--- src/rtl/inst_sram_bridge_pkg.sv ---
// Shared constants and types for the instruction-fetch SRAM-to-bus bridge.
package inst_sram_bridge_pkg;

    localparam int ADDR_W  = 32;
    localparam int DATA_W  = 32;
    // Width of the WAIT-phase timeout counter.
    localparam int TIMER_W = 8;

    // Word handed to the CPU when a fetch fails; decodes as a NOP.
    localparam logic [DATA_W-1:0] NOP_WORD = 32'h0000_0000;

    typedef enum logic [1:0] {
        ST_IDLE = 2'd0,
        ST_REQ  = 2'd1,
        ST_WAIT = 2'd2,
        ST_DONE = 2'd3
    } bridge_state_e;

    // Clear the byte offset so the bus only ever sees word addresses.
    function automatic logic [ADDR_W-1:0] word_align(input logic [ADDR_W-1:0] a);
        return {a[ADDR_W-1:2], 2'b00};
    endfunction

    // Any nonzero byte offset is an illegal instruction fetch.
    function automatic logic is_misaligned(input logic [1:0] lo);
        return lo != 2'b00;
    endfunction

endpackage

--- src/rtl/inst_sram_bridge_timer.sv ---
// Cycle counter bounding how long the bridge waits for a bus response.
module bridge_timer
    import inst_sram_bridge_pkg::*;
#(
    parameter int LIMIT = 255
) (
    input  logic clk,
    input  logic rst,
    input  logic clear,
    input  logic enable,
    output logic expired
);

    // Count value seen during the last permitted waiting cycle.
    localparam logic [TIMER_W-1:0] LAST = TIMER_W'(LIMIT - 1);

    logic [TIMER_W-1:0] count_q;
    logic [TIMER_W-1:0] count_d;

    // Clear wins over enable so a fresh wait always starts from zero.
    always_comb begin
        count_d = count_q;
        if (clear) begin
            count_d = '0;
        end else if (enable) begin
            count_d = count_q + 1'b1;
        end
    end

    // Counter register.
    always_ff @(posedge clk or negedge rst) begin
        if (!rst) begin
            count_q <= '0;
        end else begin
            count_q <= count_d;
        end
    end

    assign expired = enable && (count_q == LAST);

endmodule

--- src/rtl/inst_sram_bridge.sv ---
// Bridges the CPU's synchronous instruction-SRAM port onto a valid/ready bus,
// with a one-entry hit buffer, misalignment trapping and a response timeout.
//
// Handshakes: a request transfers on a rising edge where bus_req_valid and
// bus_req_ready are both 1; once raised, valid stays high and addr/wen/wdata
// stay stable until that edge. A response is a single-cycle bus_rsp_valid
// pulse, accepted only while the bridge is in WAIT; at any other time it is
// ignored.
module inst_sram_bridge
    import inst_sram_bridge_pkg::*;
#(
    parameter int TIMEOUT_CYCLES = 255
) (
    input  logic              clk,
    input  logic              rst,
    input  logic              inst_sram_en,
    input  logic              inst_sram_wen,
    input  logic [ADDR_W-1:0] inst_sram_addr,
    input  logic [DATA_W-1:0] inst_sram_write_data,
    output logic [DATA_W-1:0] inst_sram_read_data,
    output logic              stall_req,
    output logic              bus_req_valid,
    input  logic              bus_req_ready,
    output logic [ADDR_W-1:0] bus_req_addr,
    output logic              bus_req_wen,
    output logic [DATA_W-1:0] bus_req_wdata,
    input  logic              bus_rsp_valid,
    input  logic [DATA_W-1:0] bus_rsp_data,
    output logic              fetch_err,
    output bridge_state_e     dbg_state_o
);

    bridge_state_e     state_q, state_d;
    logic [ADDR_W-1:0] req_addr_q, req_addr_d;
    logic              req_wen_q, req_wen_d;
    logic [DATA_W-1:0] req_wdata_q, req_wdata_d;
    logic [DATA_W-1:0] rdata_q, rdata_d;
    logic [DATA_W-1:0] hit_data_q, hit_data_d;
    logic [ADDR_W-1:0] tag_addr_q, tag_addr_d;
    logic              tag_valid_q, tag_valid_d;
    logic              fetch_err_q, fetch_err_d;

    logic is_hit;
    logic is_mis;
    logic timer_clear;
    logic timer_expired;

    // A hit is a read of the last completed read address while the tag is live.
    assign is_hit = inst_sram_en && !inst_sram_wen && tag_valid_q
                    && (inst_sram_addr == tag_addr_q);
    assign is_mis = is_misaligned(inst_sram_addr[1:0]);

    bridge_timer #(
        .LIMIT (TIMEOUT_CYCLES)
    ) u_timer (
        .clk     (clk),
        .rst     (rst),
        .clear   (timer_clear),
        .enable  (state_q == ST_WAIT),
        .expired (timer_expired)
    );

    // Next-state logic plus the stall and timer-clear outputs of the FSM.
    always_comb begin
        state_d     = state_q;
        stall_req   = 1'b0;
        timer_clear = 1'b0;
        case (state_q)
            ST_IDLE: begin
                if (inst_sram_en && !is_hit) begin
                    stall_req = 1'b1;
                    state_d   = is_mis ? ST_DONE : ST_REQ;
                end
            end
            ST_REQ: begin
                stall_req = 1'b1;
                if (bus_req_ready) begin
                    state_d     = ST_WAIT;
                    timer_clear = 1'b1;
                end
            end
            ST_WAIT: begin
                stall_req = 1'b1;
                if (bus_rsp_valid || timer_expired) begin
                    state_d = ST_DONE;
                end
            end
            ST_DONE: begin
                state_d = ST_IDLE;
            end
            default: begin
                state_d = ST_IDLE;
            end
        endcase
    end

    // Datapath next-state: request latch, read word, hit buffer, tag, error pulse.
    always_comb begin
        req_addr_d  = req_addr_q;
        req_wen_d   = req_wen_q;
        req_wdata_d = req_wdata_q;
        rdata_d     = rdata_q;
        hit_data_d  = hit_data_q;
        tag_addr_d  = tag_addr_q;
        tag_valid_d = tag_valid_q;
        fetch_err_d = 1'b0;

        if (state_q == ST_IDLE && inst_sram_en) begin
            // Any write that targets the buffered address makes it stale.
            if (inst_sram_wen && inst_sram_addr == tag_addr_q) begin
                tag_valid_d = 1'b0;
            end
            if (is_hit) begin
                rdata_d = hit_data_q;
            end else if (is_mis) begin
                rdata_d     = NOP_WORD;
                fetch_err_d = 1'b1;
            end else begin
                req_addr_d  = word_align(inst_sram_addr);
                req_wen_d   = inst_sram_wen;
                req_wdata_d = inst_sram_write_data;
            end
        end

        if (state_q == ST_WAIT) begin
            // A response in the expiring cycle still counts as a success.
            if (bus_rsp_valid) begin
                if (!req_wen_q) begin
                    rdata_d     = bus_rsp_data;
                    hit_data_d  = bus_rsp_data;
                    tag_addr_d  = req_addr_q;
                    tag_valid_d = 1'b1;
                end
            end else if (timer_expired) begin
                rdata_d     = NOP_WORD;
                tag_valid_d = 1'b0;
                fetch_err_d = 1'b1;
            end
        end
    end

    // State and datapath registers; reset abandons any transaction in flight.
    always_ff @(posedge clk or negedge rst) begin
        if (!rst) begin
            state_q     <= ST_IDLE;
            req_addr_q  <= '0;
            req_wen_q   <= 1'b0;
            req_wdata_q <= '0;
            rdata_q     <= NOP_WORD;
            hit_data_q  <= '0;
            tag_addr_q  <= '0;
            tag_valid_q <= 1'b0;
            fetch_err_q <= 1'b0;
        end else begin
            state_q     <= state_d;
            req_addr_q  <= req_addr_d;
            req_wen_q   <= req_wen_d;
            req_wdata_q <= req_wdata_d;
            rdata_q     <= rdata_d;
            hit_data_q  <= hit_data_d;
            tag_addr_q  <= tag_addr_d;
            tag_valid_q <= tag_valid_d;
            fetch_err_q <= fetch_err_d;
        end
    end

    assign bus_req_valid       = (state_q == ST_REQ);
    assign bus_req_addr        = req_addr_q;
    assign bus_req_wen         = req_wen_q;
    assign bus_req_wdata       = req_wdata_q;
    assign inst_sram_read_data = rdata_q;
    assign fetch_err           = fetch_err_q;
    assign dbg_state_o         = state_q;

endmodule

--- config.mk ---
export PLATFORM = sky130hd
export DESIGN_NAME = inst_sram_bridge
export DESIGN_NICKNAME = d
export VERILOG_FILES = /design/src/rtl/inst_sram_bridge_pkg.sv /design/src/rtl/inst_sram_bridge_timer.sv /design/src/rtl/inst_sram_bridge.sv
export SDC_FILE = /design/constraint.sdc
export NUM_CORES = 1
export LEC_CHECK = 0
export ABC_AREA = 1
export BUFFER_PORTS_ARGS = -buffer_cell sky130_fd_sc_hd__buf_2
export CORE_MARGIN = 5
export CORE_UTILIZATION = 38
export DETAILED_ROUTE_END_ITERATION = 12
export GPL_ROUTABILITY_DRIVEN = 0
export PLACE_DENSITY = 0.6
export REMOVE_ABC_BUFFERS = 1
export SLEW_MARGIN = 30
export SYNTH_ARGS = -nofsm -noshare
export SYNTH_HDL_FRONTEND = slang
export SYNTH_SLANG_ARGS = --single-unit
--- constraint.sdc ---
create_clock -name clk -period 2.8 [get_ports clk]
set_clock_uncertainty 0.15 [all_clocks]
set_input_delay 0.28 -clock clk [delete_from_list [all_inputs] [get_ports clk]]
set_output_delay 0.28 -clock clk [all_outputs]
set_load 0.1 [all_outputs]
==> impl_metrics.py, run 1 <==
metrics = {
    "synth": {
        "synth-edff-count": 0,
        "netlist_area_sq_um": 8050,
        "post_synth_num_cell_types": 30,
        "synth.avg_cell_area_sq_um": 7.61,
        "yosys_warnings": 0,
        "sequential_cell_area_fraction_in_the_yosys_report": 0.525,
        "synthFlopType": "sky130_fd_sc_hd__dfrtp_1",
        "synthCells": 1058,
        "postSynth.asyncResetShare": 1.00,
        "ys_ff_latch": 169,
    },
    "cts": {
        "postCtsSetupBuffers": 0,
        "cts-buffers-inserted": 17,
        "cts_tree": "done",
        "worst_skew_pair.late_latency_ns": 0.42,
        "clk_path_buf_depth": 2,
        "clk_root_buffer_cell": "sky130_fd_sc_hd__clkbuf_16",
        "clk_pin_slew_worst_paths_ns": 0.06,
        "htree_num_levels": 4,
        "cts.sinks": 169,
    },
    "finish": {
        "drive_gt1_frac": 0.195,
        "final_cell_mix": "sky130_fd_sc_hd__nand2_1, sky130_fd_sc_hd__buf_2, sky130_fd_sc_hd__dfrtp_1",
        "design.final.nets": 1422,
        "layout.cells.most_common": "sky130_fd_sc_hd__nand2_1",
        "area_delta_synth_final_pct": 32.9,
    },
    "critical_path": {
        "path_buf_inv": 5,
        "critPathKind": "in2out",
        "end_kind": "primary output",
        "r2r_end": "inst_sram_read_data[1]$_DFF_PN0_",
        "cp_data_required_time_ns": 2.37,
        "cpPeakStageDelay_ns": 0.55,
        "timing.reg2reg.worst_path_depth": 10,
        "crit_chain": "dlygate4sd3_1, buf_2, nand2_1, inv_1, nor2_1, nor2_1, nand2_1, nor2_1, nand2_1, inv_1, nand3_4, nand2_4, a21oi_1, clkbuf_4",
        "crit_path_top_delay_cell": "sky130_fd_sc_hd__dlygate4sd3_1",
        "worstReg2RegStart": "dbg_state_o[0]$_DFFE_PN0P_",
        "ff2ff_setup_slack_ns": 0.43,
        "path_max_fanout": 4,
        "worst_path_dominant_cell_family": "buffers and inverters",
        "cp-start-kind": "input port",
        "cp_data_arrival_time_ns": 2.15,
    },
    "routing": {
        "via_per_inst": 4.67,
        "via_count": 7485,
        "drt-wirelength-per-cell_um": 14.1,
        "ant_nets": 0,
        "drt_drc_violations_left": 0,
        "drt_iter0_drc": 480,
        "dr.pass1.iters": 4,
        "final_wirelength_um": 22600,
    },
    "global_routing": {
        "number_of_antenna_violations_at_the_first_check_in_global_routing": 2,
        "overflow": 0,
        "largest_net_degree_at_the_start_of_global_routing": 93,
        "first_global_vias": 7326,
        "grt_use_total": 0.187,
        "grt_first_pass_wirelength_um": 36700,
    },
    "die": {
        "die_ar_sq_um": 24200,
        "start_util": 0.384,
        "rows": 53,
        "die_ht_um": 156,
        "ios": 204,
        "core-area_sq_um": 21000,
        "die_w_um": 156,
    },
    "sta": {
        "timing.fmax_mhz": 387,
        "max-slew-margin-rel": 0.579,
        "timing.final.setup_violations": 0,
        "grt_setup_unrepaired": "false",
        "final_hold_vios": 0,
        "tightest_slew_ns": 0.632,
        "fin_worst_hold_slack_ns": 0.0358,
        "report.final.slew_viol_count": 0,
        "layout_min_cycle_time_ns": 2.58,
        "fraction_of_the_cycle_the_final_worst_path_needs": 0.922,
    },
    "run": {
        "cap_violations": 0,
    },
    "min_path": {
        "holdCritStartpoint": "inst_sram_addr[27]",
        "min-delay-path-class": "in2reg",
        "whs_endpoint": "bus_req_addr[27]$_DFFE_PN0P_",
        "min_delay_path_depth": 4,
    },
    "placement": {
        "place.port_buffers": 201,
        "post-dp-hpwl_um": 14600,
    },
    "run_status": {
        "run_status": "completed",
    },
}
-- worst max-delay path by stage --
stage	start	endpoint	slack (ns)	depth (start not counted)
finish	inst_sram_addr[14]	stall_req	0.22	14
global route	inst_sram_addr[14]	stall_req	0.06	14
CTS	inst_sram_addr[14]	stall_req	0.11	14
detailed placement	dbg_state_o[0]$_DFFE_PN0P_	inst_sram_read_data[1]$_DFF_PN0_	0.45	10
global placement	dbg_state_o[0]$_DFFE_PN0P_	inst_sram_read_data[14]$_DFF_PN0_	0.49	10
floorplan	dbg_state_o[1]$_DFFE_PN0P_	inst_sram_read_data[31]$_DFF_PN0_	-7.00	8
-- sequential cells by signal, indices dropped and copies added, names as in the netlist --
register,count
tag_valid_q,1
tag_addr_q,30
bus_req_addr,30
inst_sram_read_data,32
bus_req_wen,1
dbg_state_o,2
u_timer.count_q,8
hit_data_q,32
fetch_err,1
bus_req_wdata,32
-- per-layer routing --
layer | track usage | part of all wire
met1 | 0.250 | 0.45
met2 | 0.300 | 0.47
met3 | 0.0444 | 0.062
met4 | 0.0667 | 0.026
met5 | 0 | 0
-- worst register-to-register path, cell delays in order, from the launching register on --
cell	delay, ns
sky130_fd_sc_hd__dfrtp_1	0.42
sky130_fd_sc_hd__inv_1	0.10
sky130_fd_sc_hd__ha_1	0.28
sky130_fd_sc_hd__inv_1	0.12
sky130_fd_sc_hd__nor3_2	0.28
sky130_fd_sc_hd__clkinv_1	0.13
sky130_fd_sc_hd__nand2_1	0.08
sky130_fd_sc_hd__buf_4	0.31
sky130_fd_sc_hd__inv_1	0.23
sky130_fd_sc_hd__nand2_1	0.11
sky130_fd_sc_hd__nand2_1	0.05
-- metrics by stage --
stage	instance area [sq um]	utilization	worst slack (ns)	setup TNS, ns	cells
2_1_floorplan	7830	-	-7.00	-691.98	1007
3_3_place_gp	9380	0.448	0.489	0	1500
3_5_place_dp	9380	0.448	0.448	0	1500
4_1_cts	10700	0.510	0.108	0	1601
5_1_grt	10700	0.511	0.0550	0	1603
6_report	10700	0.511	0.218	0	1603
-- cell type report --
type	count	area [sq um]
fillers	2059	10300
flip-flops and latches	169	4230
multi-input cells	748	3280
repair buffers	288	1890
clock buffers	20	447
well taps	275	344
inverters	90	338
clock inverters	11	169
diodes	2	5.00
-- synth_stat cells, types with 3 or more instances --
| library cell | count | area share |
|---|---|---|
| sky130_fd_sc_hd__nand3_1 | 90 | 0.056 |
| sky130_fd_sc_hd__o21ai_0 | 75 | 0.047 |
| sky130_fd_sc_hd__clkbuf_1 | 31 | 0.014 |
| sky130_fd_sc_hd__o21a_1 | 27 | 0.025 |
| sky130_fd_sc_hd__buf_2 | 12 | 0.0075 |
| sky130_fd_sc_hd__a21oi_1 | 10 | 0.0062 |
| sky130_fd_sc_hd__o21ai_1 | 3 | 0.0019 |
| sky130_fd_sc_hd__dfrtp_1 | 169 | 0.53 |
| sky130_fd_sc_hd__buf_1 | 6 | 0.0028 |
| sky130_fd_sc_hd__nand2_1 | 431 | 0.20 |
| sky130_fd_sc_hd__ha_1 | 6 | 0.0093 |
| sky130_fd_sc_hd__xnor2_1 | 3 | 0.0033 |
| sky130_fd_sc_hd__inv_1 | 87 | 0.041 |
| sky130_fd_sc_hd__nor3_1 | 3 | 0.0019 |
| sky130_fd_sc_hd__nor2_1 | 87 | 0.041 |
-- cells by family (layout without fill, tap and decap cells) --
kind of cell,Yosys count,count (layout),share of synthesized area
buffers and inverters,142,409,0.0699
and+or+nand+nor,620,620,0.309
xor gates and xnor gates,3,3,0.00326
adders and majority gates,6,6,0.00932
AOI/OAI and AO/OA,117,117,0.0824
other,1,4,0.000466
DFF,169,169,0.525
-- repair_timing --
item,CTS,global route
hold buffers,70,0
setup endpoints to repair,0,1
hold endpoints to repair,153,0
resized for setup,0,1
Power of run 1 is left out: the tool's default activity adds up to more than one toggle a clock period on the data nets, which glitch-free logic cannot reach.
==> run 2, diff against run 1 <==
ABC_AREA = 0   (was 1)
PLACE_DENSITY = 0.61   (was 0.6)
clock period = 2.9 ns   (was 2.8 ns; I/O delays follow)
==> run 2 against run 1 <==
Synthesized cell count shrank 46%. Design area shrank 8.5%. Critical path depth shrank 5. Die area shrank 9.4%. Register-to-register slack lost 0.16 ns. Global-route usage shrank 1.7 points. Critical endpoint unchanged. Highest routed layer unchanged.
==> impl_metrics.py, run 2 <==
metrics = {
    "synth": {
        "most_common_cell_in_the_netlist": "sky130_fd_sc_hd__dfrtp_1",
        "synth_top_area_share": 0.584,
        "synthFlopType": "sky130_fd_sc_hd__dfrtp_1",
        "synthCells": 567,
        "synth.largest_area_cell": "sky130_fd_sc_hd__dfrtp_1",
        "post_synth_num_cell_types": 37,
        "synth-edff-count": 0,
        "ys_ff_latch": 169,
        "netlist_area_sq_um": 7240,
        "synth.top_cells.by_count": "sky130_fd_sc_hd__dfrtp_1, sky130_fd_sc_hd__nand2_1, sky130_fd_sc_hd__mux2_4",
        "sequential_cell_area_fraction_in_the_yosys_report": 0.584,
        "yosys_warnings": 0,
        "synth.top_cells.by_area": "sky130_fd_sc_hd__dfrtp_1, sky130_fd_sc_hd__mux2_4, sky130_fd_sc_hd__nand2_1, sky130_fd_sc_hd__a221o_1, sky130_fd_sc_hd__a21o_1",
        "synth.avg_cell_area_sq_um": 12.8,
        "postSynth.asyncResetShare": 1.00,
    },
    "routing": {
        "via_per_inst": 4.90,
        "drt_drc_violations_left": 0,
        "dr.pass1.iters": 4,
        "ant_nets": 0,
        "drt-wirelength-per-cell_um": 17.2,
        "drt_iter0_drc": 231,
        "via_count": 5283,
        "final_wirelength_um": 18500,
    },
    "cts": {
        "cts_tree": "done",
        "clk_pin_slew_worst_paths_ns": 0.06,
        "clk_root_buffer_cell": "sky130_fd_sc_hd__clkbuf_16",
        "clk_path_buf_depth": 2,
        "cts.sinks": 169,
        "htree_num_levels": 4,
        "cts-buffers-inserted": 17,
        "worst_skew_pair.late_latency_ns": 0.42,
    },
    "placement": {
        "post-dp-hpwl_um": 12700,
        "place.port_buffers": 201,
    },
    "sta": {
        "timing.final.setup_violations": 0,
        "timing.fmax_mhz": 354,
        "tightest_slew_ns": 0.741,
        "report.final.slew_viol_count": 0,
        "max-slew-margin-rel": 0.505,
        "grt_setup_unrepaired": "false",
        "final_hold_vios": 0,
        "fin_worst_hold_slack_ns": 0.0244,
        "fraction_of_the_cycle_the_final_worst_path_needs": 0.975,
        "layout_min_cycle_time_ns": 2.83,
    },
    "finish": {
        "multi_input_comb_area_sq_um": 2860,
        "design.final.nets": 940,
        "layout.cells.most_common": "sky130_fd_sc_hd__buf_2",
        "fin_util": 0.522,
        "antenna-diode-count": 0,
        "final_cell_mix": "sky130_fd_sc_hd__buf_2, sky130_fd_sc_hd__dfrtp_1, sky130_fd_sc_hd__nand2_1",
        "drive_gt1_frac": 0.376,
        "sequential_cell_area_in_the_final_layout_sq_um": 4230,
        "fillers": 1659,
        "area_delta_synth_final_pct": 35.2,
    },
    "critical_path": {
        "cp_data_arrival_time_ns": 2.39,
        "worstReg2RegStart": "tag_addr_q[25]$_DFFE_PN0P_",
        "r2r_end": "bus_req_wdata[0]$_DFFE_PN0P_",
        "worst_setup_path_endpoint": "stall_req",
        "path_max_fanout": 2,
        "cp-start-kind": "input port",
        "end_kind": "primary output",
        "critPathKind": "in2out",
        "worst_setup_path_startpoint": "inst_sram_addr[6]",
        "ff2ff_setup_slack_ns": 0.27,
        "cp_data_required_time_ns": 2.46,
        "timing.reg2reg.worst_path_depth": 8,
    },
    "die": {
        "ios": 204,
        "start_util": 0.386,
        "rows": 50,
        "core-area_sq_um": 18800,
        "die_ht_um": 148,
        "die_ar_sq_um": 21900,
        "die_w_um": 148,
    },
    "global_routing": {
        "number_of_antenna_violations_at_the_first_check_in_global_routing": 0,
        "overflow": 0,
        "first_global_vias": 5727,
        "grt_first_pass_wirelength_um": 29900,
        "largest_net_degree_at_the_start_of_global_routing": 79,
        "grt_use_total": 0.170,
    },
    "run": {
        "cap_violations": 0,
    },
    "min_path": {
        "min_delay_path_depth": 3,
        "min-delay-path-class": "in2reg",
    },
    "run_status": {
        "run_status": "completed",
    },
}
[run 2: cell types whose count changed after synthesis, moves of 34 or more]
cell                      delta
sky130_fd_sc_hd__and2_1     +34
sky130_fd_sc_hd__nor2_1     -76
sky130_fd_sc_hd__nand2_1   -331
sky130_fd_sc_hd__inv_1      -80
sky130_fd_sc_hd__mux2_4     +59
sky130_fd_sc_hd__o21ai_0    -69
sky130_fd_sc_hd__nand3_1    -85
[run 2: area by class of cell]
| type | count | share of cell area |
|---|---|---|
| Clock buffer | 18 | 0.0438 |
| Tap cell | 234 | 0.0299 |
| Clock inverter | 14 | 0.0142 |
| Timing Repair Buffer | 276 | 0.185 |
| Multi-Input combinational cell | 361 | 0.292 |
| Sequential cell | 169 | 0.432 |
| Inverter | 7 | 0.00268 |
[run 2: per-stage QoR]
step	area, sq um	setup TNS (ns)	cells	worst slack [ns]
3_3_place_gp	8550	0	985	0.171
6_report	9790	0	1079	0.0714
5_1_grt	9790	0	1079	0.000840
4_1_cts	9760	0	1081	0.00852
3_5_place_dp	8550	0	985	0.121
2_1_floorplan	7070	-178.87	537	-2.00
[run 2: metal layers]
layer / GRT usage / wire length, um
met1: 0.209 / 7800
met2: 0.302 / 9740
met3: 0.0326 / 576
met4: 0.0568 / 393
met5: 0 / 0
[run 2: timing repair]
action	CTS	global route
resized for setup	1	10
hold buffers	63	0
hold endpoints to repair	137	0
pin swaps	1	5
setup endpoints to repair	1	1
buffers inserted	1	0
[run 2: cells by family after synthesis]
logic type      after synthesis  share of synthesized area
compound gates               84                     0.0948
buf+inv                      38                     0.0282
mux                          63                      0.128
fa+ha+maj                     6                     0.0104
flops                       169                      0.584
xor+xnor                     35                     0.0423
simple gates                171                      0.112
other cells                   1                   0.000518
[run 2: how the worst min path moves through the flow]
| stage | slack [ns] | startpoint | end |
|---|---|---|---|
| after global placement | 0.21 | rst | bus_req_wdata[31]$_DFFE_PN0P_ |
| after CTS | 0.001 | inst_sram_wen | bus_req_wen$_DFFE_PN0P_ |
| final | 0.02 | bus_rsp_data[25] | hit_data_q[25]$_DFFE_PN0P_ |
| after floorplan | -0.16 | rst | bus_req_addr[10]$_DFFE_PN0P_ |
| after global routing | 0.02 | bus_rsp_data[30] | hit_data_q[30]$_DFFE_PN0P_ |
| after detailed placement | 0.23 | rst | bus_req_wdata[27]$_DFFE_PN0P_ |
[run 2: worst max-delay path, cell delays in order]
cell	delay [ns]
sky130_fd_sc_hd__dlygate4sd3_1	0.52
sky130_fd_sc_hd__buf_2	0.14
sky130_fd_sc_hd__xor2_1	0.14
sky130_fd_sc_hd__nor4_1	0.34
sky130_fd_sc_hd__nand2_2	0.17
sky130_fd_sc_hd__nor4_4	0.32
sky130_fd_sc_hd__a21oi_2	0.10
sky130_fd_sc_hd__o21ba_4	0.20
sky130_fd_sc_hd__buf_12	0.16
Power of run 2 is left out for the same reason.
